--- config.mk ---
export PLATFORM = sky130hd
export DESIGN_NAME = memory_arbiter
export DESIGN_NICKNAME = d
export VERILOG_FILES = /design/src/rtl/memory_arbiter.sv
export SDC_FILE = /design/constraint.sdc
export NUM_CORES = 1
export LEC_CHECK = 0
export CORE_AREA = 2 2 119 121
export CTS_CLUSTER_SIZE = 20
export DETAILED_ROUTE_END_ITERATION = 8
export DIE_AREA = 0 0 121 123
export HOLD_SLACK_MARGIN = 0.06
export PLACE_DENSITY = 0.76
export RECOVER_POWER = 50
export SETUP_SLACK_MARGIN = 0.2
export SYNTH_ARGS = -nofsm -noshare
export SYNTH_HDL_FRONTEND = slang
export SYNTH_SLANG_ARGS = --single-unit
--- constraint.sdc ---
create_clock -name CLK -period 2 [get_ports CLK]
set_input_delay 0.3 -clock CLK [delete_from_list [all_inputs] [get_ports CLK]]
set_output_delay 0.3 -clock CLK [all_outputs]
set_load 0.1 [all_outputs]
--- src/rtl/memory_arbiter.sv ---
// Two-port round-robin arbiter (icache/dcache) onto a single memory bus, one transaction in flight.
// Grant registers the request in IDLE; completion passes m_rdata/m_busy straight back to the owner.
module memory_arbiter #(
  parameter int ADDR_WIDTH = 32,
  parameter int DATA_WIDTH = 32
) (
  input  logic                    CLK,
  input  logic                    RST,
  // icache side
  input  logic [ADDR_WIDTH-1:0]   i_addr,
  input  logic [DATA_WIDTH-1:0]   i_wdata,
  input  logic                    i_ren,
  input  logic                    i_wen,
  input  logic [DATA_WIDTH/8-1:0] i_byte_en,
  output logic [DATA_WIDTH-1:0]   i_rdata,
  output logic                    i_busy,
  // dcache side
  input  logic [ADDR_WIDTH-1:0]   d_addr,
  input  logic [DATA_WIDTH-1:0]   d_wdata,
  input  logic                    d_ren,
  input  logic                    d_wen,
  input  logic [DATA_WIDTH/8-1:0] d_byte_en,
  output logic [DATA_WIDTH-1:0]   d_rdata,
  output logic                    d_busy,
  // downstream memory
  output logic [ADDR_WIDTH-1:0]   m_addr,
  output logic [DATA_WIDTH-1:0]   m_wdata,
  output logic                    m_ren,
  output logic                    m_wen,
  output logic [DATA_WIDTH/8-1:0] m_byte_en,
  input  logic [DATA_WIDTH-1:0]   m_rdata,
  input  logic                    m_busy
);

  typedef enum logic [1:0] {
    IDLE    = 2'd0,
    GRANT_I = 2'd1,
    GRANT_D = 2'd2
  } state_t;

  state_t                  state_q, state_d;
  logic                    last_d_q, last_d_d;   // 1: dcache was granted most recently
  logic [ADDR_WIDTH-1:0]   addr_q, addr_d;
  logic [DATA_WIDTH-1:0]   wdata_q, wdata_d;
  logic [DATA_WIDTH/8-1:0] be_q, be_d;
  logic                    ren_q, ren_d;
  logic                    wen_q, wen_d;

  logic i_req, d_req;
  logic grant_i, grant_d;
  logic i_done, d_done;

  assign i_req = i_ren | i_wen;
  assign d_req = d_ren | d_wen;

  // Tie goes to whoever did not win last; a single requester always wins.
  assign grant_d = (state_q == IDLE) && d_req && (!i_req || !last_d_q);
  assign grant_i = (state_q == IDLE) && i_req && !grant_d;

  // Completion is suppressed while reset is held so an abandoned transfer never reports done.
  assign i_done = (state_q == GRANT_I) && !m_busy && !RST;
  assign d_done = (state_q == GRANT_D) && !m_busy && !RST;

  always_comb begin
    state_d  = state_q;
    last_d_d = last_d_q;
    addr_d   = addr_q;
    wdata_d  = wdata_q;
    be_d     = be_q;
    ren_d    = ren_q;
    wen_d    = wen_q;
    case (state_q)
      IDLE: begin
        if (grant_d) begin
          state_d  = GRANT_D;
          last_d_d = 1'b1;
          addr_d   = d_addr;
          wdata_d  = d_wdata;
          be_d     = d_byte_en;
          ren_d    = d_ren & ~d_wen;
          wen_d    = d_wen;
        end else if (grant_i) begin
          state_d  = GRANT_I;
          last_d_d = 1'b0;
          addr_d   = i_addr;
          wdata_d  = i_wdata;
          be_d     = i_byte_en;
          ren_d    = i_ren & ~i_wen;
          wen_d    = i_wen;
        end
      end
      GRANT_I: if (!m_busy) state_d = IDLE;
      GRANT_D: if (!m_busy) state_d = IDLE;
      default: state_d = IDLE;
    endcase
  end

  always_ff @(posedge CLK) begin
    if (RST) begin
      state_q  <= IDLE;
      last_d_q <= 1'b0;
      addr_q   <= '0;
      wdata_q  <= '0;
      be_q     <= '0;
      ren_q    <= 1'b0;
      wen_q    <= 1'b0;
    end else begin
      state_q  <= state_d;
      last_d_q <= last_d_d;
      addr_q   <= addr_d;
      wdata_q  <= wdata_d;
      be_q     <= be_d;
      ren_q    <= ren_d;
      wen_q    <= wen_d;
    end
  end

  always_comb begin
    m_addr    = addr_q;
    m_wdata   = wdata_q;
    m_byte_en = be_q;
    m_ren     = 1'b0;
    m_wen     = 1'b0;
    i_busy    = 1'b1;
    d_busy    = 1'b1;
    i_rdata   = '0;
    d_rdata   = '0;
    if (state_q != IDLE) begin
      m_ren = ren_q;
      m_wen = wen_q;
    end
    if (i_done) begin
      i_busy  = 1'b0;
      i_rdata = m_rdata;
    end
    if (d_done) begin
      d_busy  = 1'b0;
      d_rdata = m_rdata;
    end
  end

endmodule

==> key figures <==
Timing
  • Final setup margin: -0.05003 ns
  • Worst-margin pin slew: 0.5853 ns
  • RSZ-0062 raised after global routing: yes
  • Final Skew: 0.008444 ns
  • Final slew viol count: 0
  • Hold Violations, Final: 0
  • Final setup fails: 49
  • F_max: 0.4878 GHz
  • Tmin final: 2.050 ns
  • Slew margin rel.: 60.98%
  • Period utilisation layout: 102.5%

CTS
  • TritonCTS clock tree: yes
  • TritonCTS Buffers: 9
  • Hold_buf cts: 0
  • H-tree levels: 3
  • CTS Sinks: 73
  • Reg clk slew, reported paths: 0.06 ns
  • Clock latency on the worst-skew pair: 0.33 ns
  • CTS root buffer: clkbuf_16
  • Clock tree buffer depth: 2

Drt
  • Vias/cell: 5.721
  • Vias: 5,784
  • Total wire length: 23.70 mm
  • Initial DRC Count: 363
  • Post-route ant nets: 0
  • Routed WL per cell: 23.44 um
  • DRC Markers: 0
  • DR pass1 iterations: 5

Die
  • DIE WIDTH: 121 um
  • Core ar.: 13,610 um2
  • I/O pin count: 311
  • Die ar.: 14,880 um2
  • Placement Rows: 43
  • Die Height: 123 um
  • Initial Util: 29.63%

Synth
  • Mapped Nets: 689
  • Yosys reg bits: 73
  • Register area share after synthesis: 36.24%
  • Mapped cell area: 4033 um2
  • Yosys Warn Count: 0
  • Syn avg cell area: 7.892 um2
  • Yosys top cell area share: 36.24%
  • Leading area contributor after synthesis: dfxtp_1
  • Top post-synthesis cells by area: dfxtp_1 36%, a41oi_1 15%, o21ai_0 13%, and2_1 9.9%, a211oi_1 5.8%
  • Cell count after synthesis: 511
  • Synth cell types: 28

Setup path
  • CP max FO: 8
  • Critical path class: flip-flop to primary output
  • WP data arrival: 1.75 ns
  • CP endpoint kind: primary output
  • Req. time, crit path: 1.70 ns
  • Crit start category: flip-flop

Global routing
  • Total track usage: 24.96%
  • Initial antenna violation count: 0
  • First-pass GRT wire length: 29.19 mm
  • Total congestion overflow: 0
  • Largest net degree at the start of global routing: 70
  • Vias in the first global route: 5,286

Min path
  • HP Class: flip-flop to flip-flop

Outcome
  • Status: finished, violations left
  • Failing checks: negative setup slack

Place
  • Placed cell count: 954
  • Place WS: -0.07744 ns
  • HPWL after detailed placement: 13.29 mm
  • Port Buffer Count: 310
  • Routability congestion estimate from global placement: 0.8070

Cells and area
  • Area delta synth->final: 144.0%
  • Diodes inserted: 0
  • Most common cell after layout, fill and taps aside: clkdlybuf4s50_1
  • Share of layout cells above drive strength 1: 49.46%
  • Final nets: 1,005
  • Commonest non-fill, non-tap cells in the layout: 170 x clkdlybuf4s50_1, 86 x buf_12, 74 x o21ai_0
  • Final non-filler cell total: 1,011

Job
  • Max_cap viols: 0

Power and ir drop
  • Static Leak: 0.003713 uW
  • Power Dens Cells: 1995 nW/um2
  • Peak VDD IR: 0.001574 V
-- synthesized netlist by cell type --
master,number
a211oi_1,31
a21boi_0,2
a21oi_1,39
a41oi_1,68
and2_1,64
buf_1,2
buf_2,11
clkbuf_1,54
clkbuf_2,1
dfxtp_1,73
ha_1,3
inv_1,5
nand2_1,4
nand2b_1,1
nand3_1,1
nor2_1,31
nor2b_1,2
nor3b_1,2
nor4_1,1
o211a_1,1
o21a_1,1
o21ai_0,106
o21ai_1,2
o221ai_1,1
o32ai_1,2
o41a_1,1
o41ai_4,1
or2_2,1
-- state kept, by name, indices dropped and copies added, names as in the netlist --
signal	flops
last_d_q	1
state_q	2
m_byte_en	4
m_addr	32
wen_q	1
ren_q	1
m_wdata	32
-- cell type report --
type / instances / area, um2
Timing Repair Buffer: 372 / 4559
Tap cell: 180 / 225.2
Clock inverter: 5 / 56.30
Multi-Input combinational cell: 366 / 3272
Sequential cell: 73 / 1464
Clock buffer: 10 / 239.0
Inverter: 5 / 22.52
Fill cell: 965 / 3774
-- per-stage QoR --
stage / setup TNS, ns / util, % / instance area (um2) / power (uW) / hold WS (ns)
detailed placement: -1.507 / 59.33 / 8075 / 14480 / 0.4548
global route: -5.010 / 72.28 / 9838 / 20270 / 0.4942
floorplan: 0 / - / 4165 / 11260 / 0.4367
global placement: 0 / 59.33 / 8075 / 14260 / 0.4435
CTS: -0.7148 / 64.03 / 8716 / 16770 / 0.4631
finish: -1.529 / 72.28 / 9838 / 19630 / 0.4806
-- logic make-up (layout without fill, tap and decap cells) --
family	Yosys count	count (layout)	share of synthesized area, %
buf+inv	73	392	7.167
compound gates	255	256	41.20
fa+ha+maj	3	3	0.9309
flops	73	73	36.24
simple gates	107	107	14.46
-- power breakdown --
part / total [uW] / internal, uW / switching [uW] / leakage [uW]
combinational: 15200 / 4850 / 10400 / 0.00296
clock: 1640 / 991 / 650 / 0.000144
sequential: 2750 / 2210 / 543 / 0.000608
total: 19600 / 8050 / 11600 / 0.00371
-- per-layer routing --
layer  up-vias  wire (um)  global-route usage (%)
li1       2564          -                       -
met5         -          0                       0
met4         0        960                   9.157
met3        66       1936                   5.673
met2       364      12070                   42.03
met1      2790       8730                   31.23
-- path summary, 6_finish.rpt --
check,slack (ns),to,cells past startpoint,from
max,-0.05,d_rdata[7],7,state_q[0]$_SDFFE_PP0P_
min,0.48,wen_q$_SDFFE_PP0P_,2,wen_q$_SDFFE_PP0P_
max reg2reg,0.12,state_q[1]$_SDFFE_PP0P_,8,state_q[0]$_SDFFE_PP0P_
min reg2reg,0.48,wen_q$_SDFFE_PP0P_,2,wen_q$_SDFFE_PP0P_
-- worst max-delay path, cell delays in order, from the launching register on --
cell	delay, ns
dfxtp_2	0.34
inv_2	0.06
ha_2	0.16
nor3b_4	0.23
buf_6	0.15
clkbuf_16	0.15
and2_4	0.15
buf_12	0.16
-- timing repair --
action                                  4_1_cts  5_1_grt
endpoints found under the hold margin         0        0
gates resized for setup                      57      196
endpoints found under the setup margin       68       99
buffers inserted                             10        7
gates cloned                                  6       19
pin swaps                                     9       70
Note: power is estimated with default switching activity, not from simulation.
